$ cat src/rtl/prog_clock_divider.sv
// Multi-channel programmable clock divider: each channel produces a registered
// square wave and a wrap tick, with divisor updates deferred to period boundaries.
module prog_clock_divider #(
  parameter  int NUM_CH      = 8,
  parameter  int CNT_W       = 28,
  parameter  int DEFAULT_DIV = 2,
  localparam int CH_W        = (NUM_CH > 1) ? $clog2(NUM_CH) : 1
) (
  input  logic              clk,
  input  logic              rst_n,
  input  logic [NUM_CH-1:0] en,
  input  logic              wr_en,
  input  logic [CH_W-1:0]   wr_ch,
  input  logic [CNT_W-1:0]  wr_div,
  output logic [NUM_CH-1:0] cout,
  output logic [NUM_CH-1:0] tick,
  output logic [NUM_CH-1:0] pending
);

  localparam logic [CNT_W-1:0] ONE      = CNT_W'(1);
  localparam logic [CNT_W-1:0] TWO      = CNT_W'(2);
  localparam logic [CNT_W-1:0] DIV_INIT = CNT_W'(DEFAULT_DIV);

  genvar gi;
  generate
    for (gi = 0; gi < NUM_CH; gi++) begin : g_ch
      logic [CNT_W-1:0] cnt_reg;
      logic [CNT_W-1:0] active_reg;
      logic [CNT_W-1:0] shadow_reg;
      logic             pend_reg;
      logic             cout_reg;
      logic             tick_reg;
      logic             running;
      logic             wrap;
      logic             wr_hit;
      logic             xfer;

      // D-1 is only evaluated when D>=2, so the subtraction never underflows.
      assign running = en[gi] && (active_reg >= TWO);
      assign wrap    = running && (cnt_reg >= (active_reg - ONE));
      // Out-of-range indices can never equal a valid gi, so they are ignored.
      assign wr_hit  = wr_en && (wr_ch == CH_W'(gi));
      assign xfer    = pend_reg && (wrap || !running);

      always_ff @(posedge clk or negedge rst_n) begin
        if (!rst_n) begin
          cnt_reg    <= '0;
          active_reg <= DIV_INIT;
          shadow_reg <= DIV_INIT;
          pend_reg   <= 1'b0;
          cout_reg   <= 1'b0;
          tick_reg   <= 1'b0;
        end else begin
          if (running) begin
            cout_reg <= (cnt_reg < (active_reg >> 1));
            if (wrap) begin
              cnt_reg  <= '0;
              tick_reg <= 1'b1;
            end else begin
              cnt_reg  <= cnt_reg + ONE;
              tick_reg <= 1'b0;
            end
          end else begin
            cnt_reg  <= '0;
            cout_reg <= 1'b0;
            tick_reg <= 1'b0;
          end

          // A write landing on the wrap edge bypasses the shadow entirely.
          if (wr_hit && wrap) begin
            active_reg <= wr_div;
            shadow_reg <= wr_div;
            pend_reg   <= 1'b0;
          end else begin
            if (xfer) begin
              active_reg <= shadow_reg;
              pend_reg   <= 1'b0;
            end
            if (wr_hit) begin
              shadow_reg <= wr_div;
              pend_reg   <= 1'b1;
            end
          end
        end
      end

      assign cout[gi]    = cout_reg;
      assign tick[gi]    = tick_reg;
      assign pending[gi] = pend_reg;
    end
  endgenerate

endmodule
$ cat config.mk
export PLATFORM = sky130hd
export DESIGN_NAME = prog_clock_divider
export DESIGN_NICKNAME = d
export VERILOG_FILES = /design/src/rtl/prog_clock_divider.sv
export SDC_FILE = /design/constraint.sdc
export NUM_CORES = 2
export LEC_CHECK = 0
export ABC_AREA = 1
export CAP_MARGIN = 40
export CORE_MARGIN = 4
export CORE_UTILIZATION = 40
export DETAILED_ROUTE_END_ITERATION = 6
export PLACE_DENSITY = 0.55
export SYNTH_ARGS = -nofsm -noshare
export SYNTH_HDL_FRONTEND = slang
export SYNTH_SLANG_ARGS = --single-unit
export TNS_END_PERCENT = 50
$ cat constraint.sdc
create_clock -name clk -period 5.1 [get_ports clk]
set_clock_uncertainty 0.2 [all_clocks]
set_input_delay 1.53 -clock clk [delete_from_list [all_inputs] [get_ports clk]]
set_output_delay 1.53 -clock clk [all_outputs]
set_load 0.05 [all_outputs]
# Yosys cells after proc, flatten, opt, wreduce, memory -nomap -nowiden
# Cells that the tools add are included.
[op_classes] add_sub_neg=16 mul=0 n_div=0 n_lt_le_gt_ge=24 eq_ne=7 n_shift=0 mux=96 n_bitwise=0 reduce_logical=81
[op_table] op="two-way mux 28 bit" n=48
[op_table] op="adder 28 x 1 -> 28 bit, second input constant" n=8
[op_table] op=">= comparator 28 x 2 -> 1 bit, second input constant" n=8
[op_table] op=">= comparator 28 bit" n=8
[op_table] op="less-than comparator 28 x 27 -> 1 bit" n=8
[op_table] op="subtractor 28 x 1 -> 28 bit, second input constant" n=8
[op_table] op="two-way mux 1 bit" n=48
[op_table] op="logical AND 1 bit" n=40
[op_table] op="nonzero test 2 bit" n=16
[op_table] op="nonzero test 3 bit" n=8
[op_table] op="equality test 3 bit, second input constant" n=4
[op_table] op="logical NOT 1 bit" n=8
[op_table] op="logical OR 1 bit" n=8
[op_table] op="equality test 3 x 2 -> 1 bit, second input constant" n=2
[op_table] op="equality test 3 x 1 -> 1 bit, second input constant" n=1
[op_table] op="logical NOT 3 bit" n=1
[word_totals] reg_bits=696 latch_bits=0 ramBits=0 rom_bits=0 input_bits=42 output_inout_bits=24 wordCells=272 mem_count=0

# Logic depth before layout (Yosys ltp)
[logic_depth] depth_word=8 ltp_mapped=27 depth_no_buf=26

# Least setup slack after synthesis
# OpenSTA, ideal clock, no wires.
[synth_path] path_type="reg2reg" from="register g_ch[3].active_reg[0]" to="register g_ch[3].active_reg[3]" setup_time_ps=124 arrival_ps=3266 t_required_ps=4776 slack_ps=1509 stages_incl_launch_ff=26 path_buffers=2 synth_period_minus_slack_ps=3591 path_cell_list="dfrtp_1 inv_1 ha_1 nor3b_2 nand2_1 nor2_1 nand4_1 inv_1 nand2_1 nor2_1 nand2_1 xor2_1 ha_1 nand2_1 nor2_1 nand2_1 nor2_1 nand3_1 nand2_1 nor2_1 nand2_4 nand3_2 buf_6 buf_6 nand3_1 nand3_1"
[synth_between] elab_chain_len=6 elab_cells_between_ends=11 classes_between="add/sub (1); order compare (2); mux (1); reduce/logical (7)"
[synth_rtl] element="start, declared" line="28" text="logic [CNT_W-1:0] active_reg;"
[synth_rtl] element="start signal, assigned" line="71" text="active_reg <= wr_div;"
[synth_rtl] element="start signal, assigned" line="76" text="active_reg <= shadow_reg;"
[synth_rtl] element="subtractor 28 x 1 -> 28 bit / >= comparator 28 x 2 -> 1 bit (equally long branches)" line="40, 39"
[synth_rtl] element=">= comparator 28 bit / logical AND 1 bit (equally long branches)" line="40, 39"
[synth_rtl] element="logical AND 1 bit / logical NOT 1 bit (equally long branches)" line="40, 43"
[synth_rtl] element="logical OR 1 bit" line="43" text="assign xfer = pend_reg && (wrap || !running);"
[synth_rtl] element="logical AND 1 bit" line="43"
[synth_rtl] element="nonzero test 2 bit (no line)"
# Parallel ways exist; a longest one is shown, timed or not.
# A chain may end at the register's enable or synchronous reset.

# Worst setup path after layout
[layout_path] from="register g_ch[3].active_reg[0]" to="register g_ch[3].active_reg[5]"
# Same word-level chain as after synthesis.

==> results.md <==
- Most frequent cells after synthesis: nand2_1 (1386), inv_1 (738), nor2_1 (705)
- Syn-to-layout area delta: 10.30%
- Antenna viol nets, final: 0
- RSZ-0062 raised after global routing: false
- Drt wl/cell: 18.62 um
- Area taken by multi-input logic gates: 26120 sq um
- Core region area: 118200 sq um
- Worst Tran Pin Value: 0.8857 ns
- Chip Width: 353.4 um
- CP endpoint kind: register
- GPL Wtd Cong: 0.8743
- Leak: 26.04 nW
- Largest cells by area after synthesis: dfrtp_1 (36%), ha_1 (12%), nand2_1 (11%)
- Period minus WS final: 4.647 ns
- Worst-path cell chain: inv_1, ha_1, nor3b_2, nand2_1, nor2_1, nand4_1, inv_1, nand2_1, nor2_1, nand2_1, xor2_1, ha_1, nand2_1, nor2_1, nand2_1, nor2_1, nand3_1, nand2_1, nor2_1, nand2_4, nand3_2, inv_1, nand2_1, nand3_1
- First-pass GRT wire length: 231300 um
- Status: finished with violations
- Worst path max stage delay: 0.46 ns
- Die Ht: 353.4 um
- Clock Latency Late Sink: 0.67 ns
- Cell row count: 126
- Worst Path Buf+Inv: 3
- Post-synth top area share: 35.67%
- Initial Util: 40.35%
- Routed wire length: 146600 um
- # DRC: 1
- Period utilization: 91.11%
- Seq. cell area: 17440 sq um
- Filler cell count: 11932
- Mean post-synth cell area: 7.615 sq um
- PwrDens: 375.0 nW/um^2
- CP Data Required Time: 5.50 ns
- Vias: 41223
- Final Hold Viols: 0
- Clk pin slew, worst setup/hold paths: 0.06 ns
- Synthesized flop and latch total: 696
- Final Util: 44.51%
- CTS Sinks: 696
- CTS tree: done
- Netlist cell types: 53
- CTS root buf: clkbuf_16
- Fmax: 215.2 MHz
- Final #Nets: 6769
- Largest net degree at the start of global routing: 89
- Largest area contributor in the netlist: dfrtp_1
- DIE AREA: 124900 sq um
- Share of layout cells above drive strength 1: 5.791%
- Top-level port count: 66
- Data arrival, critical path: 5.05 ns
- Cells after Synth: 6265
- Dominant synthesized flop cell: dfrtp_1
- Post-Syn Area: 47710 sq um
- Placed wire-length estimate: 107400 um
- Post-synth EDFFs: 0
- Port Buffer Count: 65
- FFs w/ async S/R, synth: 100.0%
- H-Tree Level Count: 3
- Crit path top cell by count: nand2_1
- CP Launch Type: register
- Syn nets: 6763
- Max-Cap Viols: 0
- Gr ovfl total: 0
- Worst hold path class: reg2reg
- Setup_tns: 0 ns
- Failing checks: design-rule violations
- Slew HR: 40.12%
- Hold Buf Count CTS: 0
- Sequential fraction of the synthesis area: 36.55%
- Vias in the first global route: 39342
- Clock Path Buffers: 3
- Slew Limit Fails: 0
- Crit-path leading delay family: simple AND/OR/NAND/NOR gates
- WS Path Type: reg2reg
- GRT Overall Usage: 23.28%
- Synth Warn #: 0
- Count leader, synth: nand2_1
- Maximum vdd drop: 0.0002317 V
- # setup viols final: 0
- Drt via density: 5.234
- First-pass DRT Iterations: 7
- CTS Buf Count: 83
- CP max-delay cell: inv_1
- Worst Path Max Fanout: 14
- Iteration-0 DRC Markers: 3446
- Initial antenna violation count: 9
[power breakdown]
group | total, mW | switching (mW) | internal (mW)
sequential | 7.53 | 1.06 | 6.47
clock | 6.26 | 2.52 | 3.73
combinational | 5.94 | 3.80 | 2.14
total | 19.7 | 7.38 | 12.3
[cell type report]
cell class / count / share of cell area (%)
multi-input cells: 4577 / 49.64
flip-flops and latches: 696 / 33.13
inverters: 766 / 5.478
clock buffers: 123 / 4.658
well taps: 1536 / 3.652
repair buffers: 147 / 2.682
clock inverters: 28 / 0.7442
diodes: 3 / 0.01427
[cell usage in the layout, fill, tap and decap left out, types with 102 or more instances in the layout]
cell type | netlist | routed
a21oi_1 | 260 | 260
dfrtp_1 | 680 | 680
ha_1 | 456 | 456
inv_1 | 738 | 738
nand2_1 | 1386 | 1385
nand3_1 | 620 | 620
nand4_1 | 212 | 212
nor2_1 | 705 | 701
nor3_1 | 102 | 102
o21ai_0 | 217 | 217
xor2_1 | 311 | 311
[worst reg2reg max path: stages (launching register included)]
cell and delay [ns]:
dfrtp_1 0.40, inv_1 0.13, ha_1 0.21, nor3b_2 0.30, nand2_1 0.13, nor2_1 0.20
nand4_1 0.22, inv_1 0.19, nand2_1 0.10, nor2_1 0.15, nand2_1 0.09, xor2_1 0.15
ha_1 0.30, nand2_1 0.05, nor2_1 0.16, nand2_1 0.12, nor2_1 0.14, nand3_1 0.09
nand2_1 0.07, nor2_1 0.07, nand2_4 0.13, nand3_2 0.34, inv_1 0.46, nand2_1 0.09
nand3_1 0.11
[stage by stage]
stage | total power [mW] | cell area [sq um] | worst slack [ns] | std cells | hold WS, ns
after floorplan | 11.63 | 47710 | 1.509 | 6265 | 0.2322
final | 19.73 | 52620 | 0.4532 | 7876 | 0.2559
after detailed placement | 13.54 | 49760 | 0.3587 | 7722 | 0.2575
after CTS | 19.90 | 52610 | 0.3577 | 7873 | 0.2635
after global placement | 13.42 | 49720 | 0.5208 | 7720 | 0.2450
after global routing | 21.21 | 52620 | 0.01150 | 7874 | 0.2722
[kinds of logic after synthesis]
family                   count (synthesis)  synth area share (%)
XOR/XNOR                               373                 6.847
AO/OA/AOI/OAI                          543                 6.019
buffers and inverters                  992                 8.757
AND/OR/NAND/NOR                       3205                 29.87
flip-flops                             696                 36.55
adder cells (fa/ha/maj)                456                 11.96
[worst paths after layout]
| path | startpoint | end | slack [ns] | depth (start not counted) |
|---|---|---|---|---|
| setup / recovery | g_ch[3].active_reg[0]$_DFFE_PN0P_ | g_ch[3].active_reg[5]$_DFFE_PN0P_ | 0.45 | 24 |
| hold / removal | g_ch[3].cnt_reg[0]$_DFF_PN0_ | g_ch[3].cnt_reg[0]$_DFF_PN0_ | 0.26 | 1 |
| setup reg to reg | g_ch[3].active_reg[0]$_DFFE_PN0P_ | g_ch[3].active_reg[5]$_DFFE_PN0P_ | 0.45 | 24 |
| hold reg to reg | g_ch[3].cnt_reg[0]$_DFF_PN0_ | g_ch[3].cnt_reg[0]$_DFF_PN0_ | 0.26 | 1 |
| max in group asynchronous | rst_n | g_ch[3].shadow_reg[1]$_DFFE_PN1P_ | 2.98 | 2 |
| min in group asynchronous | rst_n | g_ch[0].shadow_reg[8]$_DFFE_PN0P_ | 0.71 | 1 |
[per-layer routing]
layer,track usage (%),share of wire (%)
met1,33.68,47
met2,36.11,44
met3,3.770,6.3
met4,6.180,2.9
met5,0,0.016
[what timing repair did]
action                     4_1_cts  5_1_grt
gates resized for setup          0        2
buffers inserted                 0        0
setup endpoints to repair        0       28
Power figures use the tool's default switching activity.
